**src/rtl/serial_subtractor.sv**
```systemverilog
// serial_subtractor: bit-serial WIDTH-bit subtractor, diff = a - b - bin, LSB first
//   clk    rising-edge clock
//   rst_n  asynchronous active-low reset
//   start  request, sampled only when idle or in the done cycle
//   a, b   minuend / subtrahend, bin borrow-in (latched on the start edge)
//   busy   high while an operation is in flight (RUN and DONE)
//   done   one-cycle pulse when diff/bout are updated
//   diff   a - b - bin modulo 2^WIDTH, bout unsigned borrow-out
//   ovf    signed overflow, present only when SERIAL_SUB_OVF_EN is defined
module serial_subtractor #(
    parameter int WIDTH = 8,
    localparam int CNT_W = $clog2(WIDTH + 1)
) (
    input  logic             clk,
    input  logic             rst_n,
    input  logic             start,
    input  logic [WIDTH-1:0] a,
    input  logic [WIDTH-1:0] b,
    input  logic             bin,
    output logic             busy,
    output logic             done,
    output logic [WIDTH-1:0] diff,
`ifdef SERIAL_SUB_OVF_EN
    output logic             ovf,
`endif
    output logic             bout
);
    typedef enum logic [1:0] {IDLE, RUN, DONE} state_t;
    state_t           state;
    logic [WIDTH-1:0] a_sr, b_sr, res;
    logic [CNT_W-1:0] cnt;
    logic             br, d, br_n;
`ifdef SERIAL_SUB_OVF_EN
    logic             a_msb, b_msb;
`endif
    assign d    = a_sr[0] ^ b_sr[0] ^ br;
    assign br_n = (~a_sr[0] & b_sr[0]) | (~(a_sr[0] ^ b_sr[0]) & br);
    // RUN spends WIDTH cycles shifting bits and one more publishing the result
    always_ff @(posedge clk or negedge rst_n) begin
        if (!rst_n) begin
            state <= IDLE;
            busy  <= 1'b0;
            done  <= 1'b0;
            diff  <= '0;
            bout  <= 1'b0;
            a_sr  <= '0;
            b_sr  <= '0;
            res   <= '0;
            cnt   <= '0;
            br    <= 1'b0;
`ifdef SERIAL_SUB_OVF_EN
            ovf   <= 1'b0;
            a_msb <= 1'b0;
            b_msb <= 1'b0;
`endif
        end else begin
            done <= 1'b0;
            case (state)
                IDLE, DONE: begin
                    if (start) begin
                        a_sr  <= a;
                        b_sr  <= b;
                        br    <= bin;
                        cnt   <= '0;
                        state <= RUN;
                        busy  <= 1'b1;
`ifdef SERIAL_SUB_OVF_EN
                        a_msb <= a[WIDTH-1];
                        b_msb <= b[WIDTH-1];
`endif
                    end else begin
                        state <= IDLE;
                        busy  <= 1'b0;
                    end
                end
                RUN: begin
                    if (cnt == CNT_W'(WIDTH)) begin
                        state <= DONE;
                        diff  <= res;
                        bout  <= br;
                        done  <= 1'b1;
`ifdef SERIAL_SUB_OVF_EN
                        ovf   <= (a_msb ^ b_msb) & (a_msb ^ res[WIDTH-1]);
`endif
                    end else begin
                        res  <= {d, res[WIDTH-1:1]};
                        a_sr <= a_sr >> 1;
                        b_sr <= b_sr >> 1;
                        br   <= br_n;
                        cnt  <= cnt + 1'b1;
                    end
                end
                default: begin
                    state <= IDLE;
                    busy  <= 1'b0;
                end
            endcase
        end
    end
endmodule

```
**config.mk**
```make
export PLATFORM = sky130hd
export DESIGN_NAME = serial_subtractor
export DESIGN_NICKNAME = d
export VERILOG_FILES = /design/src/rtl/serial_subtractor.sv
export SDC_FILE = /design/constraint.sdc
export NUM_CORES = 1
export LEC_CHECK = 0
export CAP_MARGIN = 40
export CELL_PAD_IN_SITES_DETAIL_PLACEMENT = 2
export CELL_PAD_IN_SITES_GLOBAL_PLACEMENT = 2
export CORE_ASPECT_RATIO = 1.5
export CORE_MARGIN = 4
export CORE_UTILIZATION = 36
export CTS_CLUSTER_SIZE = 8
export DETAILED_ROUTE_END_ITERATION = 8
export PLACE_DENSITY = 0.76
export SKIP_LAST_GASP = 1
export SYNTH_ARGS = -nofsm -noshare
export SYNTH_HDL_FRONTEND = slang
export SYNTH_SLANG_ARGS = --single-unit
```
**constraint.sdc**
```tcl
create_clock -name clk -period 2.1 [get_ports clk]
set_input_delay 0.315 -clock clk [delete_from_list [all_inputs] [get_ports clk]]
set_output_delay 0.315 -clock clk [all_outputs]
set_load 0.02 [all_outputs]
```
# Word-level counts from Yosys, hierarchy flattened
# Index checks and enable logic that the tools add are counted.
[word_totals] ff_bits=42 output_inout_bits=11 elab_cells=50
[op_classes] n_addsub=1 eq_ne=6 n_mux=19 bitwise=8 reduce_logical=6
[ops] operator="$mux W8" n=4
[ops] operator="$pmux W8 S2" n=2
[ops] operator="$mux W4" n=2
[ops] operator="$pmux W4 S2" n=1
[ops] operator="$mux W1" n=6
[ops] operator="$ne A2 B2 Y1 const B" n=3
[ops] operator="$add A4 B1 Y4 const B" n=1
[ops] operator="$eq A4 B4 Y1 const B" n=1
[ops] operator="$pmux W1 S2" n=2
[ops] operator="$pmux W2 S2" n=1
[ops] operator="$reduce_and A2 Y1" n=2
[ops] operator="$not A1 Y1" n=3
[ops] operator="$reduce_and A3 Y1" n=1
[ops] operator="$and A1 B1 Y1" n=2
[ops] operator="$eq A2 B1 Y1 const B" n=1
[ops] operator="$eq A2 B2 Y1 const B" n=1
[ops] operator="$logic_not A2 Y1" n=1
[ops] operator="$mux W2" n=1
[ops] operator="$reduce_bool A2 Y1" n=1
[ops] operator="$reduce_or A2 Y1" n=1
[ops] operator="$xor A1 B1 Y1" n=2
[ops] operator="$or A1 B1 Y1" n=1

# Logic depth before layout (Yosys ltp)
# Gate-level depths: netlist of run 1.
[logic_depth] word_depth=6 mapped_depth=6 mapped_depth_nobuf=5

# Worst setup path after synthesis of run 1
# Ideal clock, no wire load.
[synth_path] path_type="register to register" from="register cnt[0]" to="register a_sr[3]" arrival_time_ps=1544 required_time_ps=1975 setup_slack_ps=431 path_stages_with_launch=7 n_path_buf=1 period_less_slack_ps=1669 path_cell_list="dfrtp_1 -> inv_1 -> ha_1 -> and3b_1 -> o21ai_4 -> buf_12 -> mux2_4"
[synth_between] elab_chain_len=3
[synth_rtl] item="start, declared" line_no="31" rtl="logic [CNT_W-1:0] cnt;"
[synth_rtl] item="start signal, assigned" line_no="90" rtl="cnt <= cnt + 1'b1;"
[synth_rtl] item="$eq A4 B4 Y1" line_no="77" rtl="if (cnt == CNT_W'(WIDTH)) begin"
[synth_rtl] item="$ne A2 B2 Y1 (no source line)"
[synth_rtl] item="$reduce_and A3 Y1 (no source line)"
[synth_rtl] item="end signal, assigned" line_no="87" rtl="a_sr <= a_sr >> 1;"
[synth_rtl] item="end, declared" line_no="30" rtl="logic [WIDTH-1:0] a_sr, b_sr, res;"
# Every way passes these cells.
# A chain may end at the register's enable or synchronous reset.

# Worst setup path after layout of run 1
[layout_path] from="register cnt[0]" to="register diff[7]"
[layout_between] elab_chain_len=2
[layout_rtl] item="$eq A4 B4 Y1" line_no="77"
[layout_rtl] item="$reduce_and A2 Y1 (no source line)"
[layout_rtl] item="end signal, assigned" line_no="79" rtl="diff <= res;"
[layout_rtl] item="end, declared" line_no="22" rtl="output logic [WIDTH-1:0] diff,"
# Every way passes these cells.

==> results.json, run 1 <==
{
  "rows": 32,
  "root_buffer": "clkbuf_8",
  "setup_viol": 0,
  "outcome": "finished clean",
  "grt_usage": 0.147,
  "final_cell_mix": "dfrtp_1, mux2_2, clkdlybuf4s50_1",
  "postRouteAntennaNets": 0,
  "cts_tree": "done",
  "synthesis.area_mm2": 0.00189,
  "syn-num-nets": 153,
  "die_y_um": 96.6,
  "cpPeakStageDelay_ps": 410,
  "clk_pin_slew_ps": 90,
  "total_power_w": 0.00375,
  "synthCells": 130,
  "n_antenna_cell": 0,
  "placed_cells": 229,
  "cts_max_path_buffers": 2,
  "p_per_area_mw_per_mm2": 1570,
  "final_common_cell": "dfrtp_1",
  "grt_use_met1": 0.155,
  "n_fill_cell": 531,
  "via_per_inst": 4.81,
  "relSlewSlack": 0.780,
  "drive_gt1_frac": 0.362,
  "fin_ws_ps": 299,
  "cts_buffers": 5,
  "ys_ff_latch": 42,
  "fin_nets": 196,
  "syn_avg_cell_area_um2": 14.5,
  "drtIter0Drc": 21,
  "grt_max_degree": 20,
  "period_share": 0.858,
  "place_ws_ps": 88.5,
  "critPathLaunchType": "register",
  "grt_use_met3": 0.0348,
  "cts_resized": 0,
  "clock_latency_ps": 300,
  "cts.sinks": 42,
  "dieArea_mm2": 0.00648,
  "place_congestion": 0.656,
  "grt_most_used_layer": "met2",
  "initial_utilization": 0.368,
  "synthDistinctLibCells": 29,
  "grt-ovfl-total": 0,
  "max_slew.worst_pin.slew_ps": 329,
  "finalHoldViolCount": 0,
  "die_x_um": 67.1,
  "yosys.area.top_type": "dfrtp_1",
  "antenna_found_initial": 0,
  "cts.htree.levels": 2,
  "portBuffers": 30,
  "fin_skew_ps": 8.72,
  "critPathMaxFanout": 10,
  "synth_top_area_frac": 0.557,
  "wire_per_inst_um": 17.6,
  "cp_data_required_time_ps": 2290,
  "yosys_warnings": 0,
  "drc_errors": 0,
  "worstSetupPathType": "reg2reg",
  "crit_chain": "inv_1 -> ha_1 -> nand3b_1 -> nor2_4 -> mux2_2",
  "ys_seq_area_frac": 0.557,
  "crit_slowest_cell": "dfrtp_1",
  "cp_top_family": "simple AND/OR/NAND/NOR gates",
  "firstDrtPassIters": 3,
  "rsz0062_at_grt": "no",
  "drt_wl_total_mm": 4.27,
  "finalSetupTns_ps": 0,
  "post-route-min-period_ps": 1800,
  "p_leak_nw": 1.06,
  "vdd_drop_max_uv": 634,
  "vias": 1165,
  "maxSlewViolCount": 0,
  "dp_hpwl_mm": 3.17,
  "fin_cells": 242,
  "hp-class": "in2async",
  "grt_pass1_vias": 1372,
  "maxCapViolations": 0,
  "core_mm2": 0.00512,
  "fin_util": 0.468,
  "grt_pass1_wl_mm": 6.97,
  "cp.arrival_ps": 1990,
  "area_growth_pct": 27.2,
  "io_pins": 31,
  "grt_use_met2": 0.267,
  "cp-end-kind": "register",
  "synth_area_leaders": "dfrtp_1, mux2_2, mux2_4",
  "max_freq_mhz": 555,
  "crit_buf_inv": 1
}
==> sequential cells by signal (all words and copies together) (netlist names) <==
signal	cells
br	1
done	1
diff	8
a_sr	8
bout	1
busy	1
cnt	4
state	2
b_sr	8
res	8
==> worst reg2reg max path, delay by kind of cell, from the launching register on <==
kind / cells / cell delay [ps]
buf+inv: 1 / 120
mux: 1 / 380
simple gates: 2 / 600
flops: 1 / 410
fa+ha+maj: 1 / 180
==> repair_timing <==
action | 4_1_cts | 5_1_grt
setup buffers | 0 | 4
endpoints found under the hold margin | 10 | 0
setup endpoints to repair | 0 | 8
hold buffers | 1 | 0
==> per-stage QoR <==
step                      area [µm²]  hold slack (ps)
final                           2400              408
after global routing            2400              422
after CTS                       2360              399
after detailed placement        2250              210
after global placement          2250              206
after floorplan                 1890             19.4
==> power by group <==
group	total, W	switching (W)	leakage, nW	internal, W
clock network	0.000544	0.000307	0.0408	0.000238
registers	0.00143	0.000236	0.518	0.00119
logic	0.00178	0.000772	0.497	0.00101
total	0.00375	0.00131	1.06	0.00244
==> synthesized netlist by cell type (all sizes together) <==
library cell / number
nor3b: 1
o2bb2ai: 1
nand2: 7
nand4: 1
o311ai: 1
and2b: 1
o21ai: 4
nand3b: 1
fa: 1
inv: 6
dfrtp: 42
o22ai: 1
nor2: 3
nor2b: 1
buf: 3
mux2i: 3
xnor2: 1
nand3: 3
ha: 2
a21oi: 1
mux2: 43
and3b: 1
nand2b: 2
==> kinds of logic after synthesis <==
logic type	share of synthesized area
mux	0.281
fa+ha+maj	0.0239
flops	0.557
xor+xnor	0.00465
buf+inv	0.0345
compound gates	0.0319
simple gates	0.0670
==> per-layer routing <==
layer / vias to the layer above / part of all wire
li1: 538 / -
met3: 7 / 0.027
met2: 16 / 0.58
met1: 604 / 0.37
met5: - / 0
met4: 0 / 0.018
==> worst paths after layout <==
kind	startpoint	end	slack, ps	depth (start not counted)
max	cnt[0]	diff[7]	300	5
min	rst_n	a_sr[6]	410	2
max reg2reg	cnt[0]	diff[7]	300	5
min reg2reg	busy	busy	490	2
max in group asynchronous	rst_n	b_sr[5]	1180	3
min in group clk	busy	busy	490	2
==> area by class of cell <==
class	count	area, µm²	share of cell area
inverter	6	22.5	0.00939
sequential	42	1050	0.438
tap	68	85.1	0.0355
clock inverter	3	23.8	0.00991
timing repair buffer	39	378	0.158
multi-input combinational	79	769	0.321
clock buffer	5	68.8	0.0287
No activity file was read; power rests on OpenSTA's default activity.
==> run 2, diff against run 1 <==
CAP_MARGIN = 20   (was 40)
==> results of run 2 <==
The final DEF is identical to that of run 1; final timing and power are the same.
==> run 3, diff against run 2 <==
CORE_UTILIZATION = 30   (was 36)
PLACE_DENSITY = 0.65   (was 0.76)
==> run 3 against run 2 <==
Effect of this change: final area grew 0.31%; register-to-register slack lost 180 ps; global-route usage shrank 3.2 points; total power grew 1.9%; setup slack lost 180 ps; cell count grew 0.41%; utilization shrank 7.6 points; clock power grew 44%; critical path depth is the same; non-clock buffer count shrank 5; flip-flop and latch count is the same; critical path type unchanged; highest routed layer unchanged.
==> results.json, run 3 (synthesis gave the netlist of run 1 again) <==
{
  "final_common_cell": "dfrtp_1",
  "portBuffers": 30,
  "io_pins": 31,
  "cts_tree": "done",
  "dp_hpwl_mm": 3.01,
  "period_share": 0.943,
  "root_buffer": "clkbuf_8",
  "finalHoldViolCount": 0,
  "grt_pass1_wl_mm": 6.76,
  "die_y_um": 105,
  "rows": 35,
  "vias": 1138,
  "grt-ovfl-total": 0,
  "firstDrtPassIters": 3,
  "antenna_found_initial": 0,
  "fin_skew_ps": 6.19,
  "final_cell_mix": "dfrtp_1, mux2_2, clkdlybuf4s50_1",
  "via_per_inst": 4.68,
  "worstSetupPathType": "reg2reg",
  "cts_buffers": 5,
  "fin_util": 0.392,
  "cp.arrival_ps": 2150,
  "cp_data_required_time_ps": 2270,
  "hp-class": "reg2reg",
  "critPathLaunchType": "register",
  "grt_pass1_vias": 1360,
  "clk_pin_slew_ps": 80,
  "critPathMaxFanout": 19,
  "clock_latency_ps": 290,
  "cp-end-kind": "register",
  "area_growth_pct": 27.6,
  "cts.sinks": 42,
  "p_leak_nw": 1.06,
  "place_congestion": 0.685,
  "grt_usage": 0.114,
  "wire_per_inst_um": 16.1,
  "dieArea_mm2": 0.00764,
  "drt_wl_total_mm": 3.90,
  "rsz0062_at_grt": "no",
  "relSlewSlack": 0.558,
  "max_freq_mhz": 505,
  "setup_viol": 0,
  "postRouteAntennaNets": 0,
  "post-route-min-period_ps": 1980,
  "grt_max_degree": 22,
  "vdd_drop_max_uv": 659,
  "finalSetupTns_ps": 0,
  "cts_setup_buffers": 0,
  "cts_max_path_buffers": 2,
  "fin_nets": 191,
  "maxSlewViolCount": 0,
  "core_mm2": 0.00613,
  "p_per_area_mw_per_mm2": 1590,
  "n_antenna_cell": 0,
  "drive_gt1_frac": 0.343,
  "drc_errors": 0,
  "max_slew.worst_pin.slew_ps": 661,
  "maxCapViolations": 0,
  "cts.htree.levels": 2,
  "drtIter0Drc": 48,
  "die_x_um": 72.7,
  "outcome": "finished clean",
  "initial_utilization": 0.308
}
## run 3: changes by cell type in the layout (fill, tap and decap cells not counted)
cell | before | now
bufinv_16 | 0 | 2
buf_4 | 7 | 3
buf_12 | 1 | 0
clkbuf_8 | 5 | 6
inv_6 | 1 | 0
clkinvlp_4 | 2 | 0
## run 3: layer usage
layer	vias to the layer above	global-route usage	wire length (µm)
li1	527	-	-
met2	22	0.203	2150
met4	0	0.0396	66
met3	5	0.0260	143
met5	-	0	0
met1	584	0.131	1550
## run 3: path summary, 6_finish.rpt
check                       start  endpoint  slack, ps  cells past startpoint
max                        cnt[0]   a_sr[2]        120                      5
max in group asynchronous   rst_n   diff[4]       1040                      3
max reg2reg                cnt[0]   a_sr[2]        120                      5
min in group asynchronous   rst_n   a_sr[5]        510                      2
min reg2reg                  busy      busy        500                      2
min                          busy      busy        500                      2
## run 3: critical path, cell delays in order, from the launching register on
cell	delay, ps
dfrtp_1	380
inv_1	90
ha_1	220
and3b_1	220
o21ai_4	540
mux2_2	410
## run 3: where the power goes
group / total (W) / internal [W] / switching [W]
logic: 0.00163 / 0.000916 / 0.000715
clock network: 0.000782 / 0.000507 / 0.000275
registers: 0.00141 / 0.00119 / 0.000223
## run 3: cell type report
cell class | instances | area (µm²)
Clock inverter | 2 | 60.1
Inverter | 6 | 22.5
Sequential cell | 42 | 1050
Tap cell | 74 | 92.6
Timing Repair Buffer | 34 | 328
Fill cell | 645 | 3720
Clock buffer | 6 | 82.6
Multi-Input combinational cell | 79 | 769
## run 3: stage by stage
stage / hold WS [ps] / setup slack [ps] / instance area, µm² / instances / power (W)
after CTS: 504 / 78.8 / 2410 / 243 / 0.00392
after detailed placement: 299 / 96.8 / 2250 / 234 / 0.00312
final: 502 / 120 / 2410 / 243 / 0.00383
after floorplan: 19.4 / 431 / 1890 / 130 / 0.00263
after global placement: 299 / 207 / 2250 / 234 / 0.00301
after global routing: 536 / 6.54 / 2410 / 243 / 0.00413
## run 3: repair_timing
| item | CTS | global route |
|---|---|---|
| hold endpoints to repair | 19 | 0 |
| resized for setup | 0 | 0 |
| hold buffers | 1 | 0 |
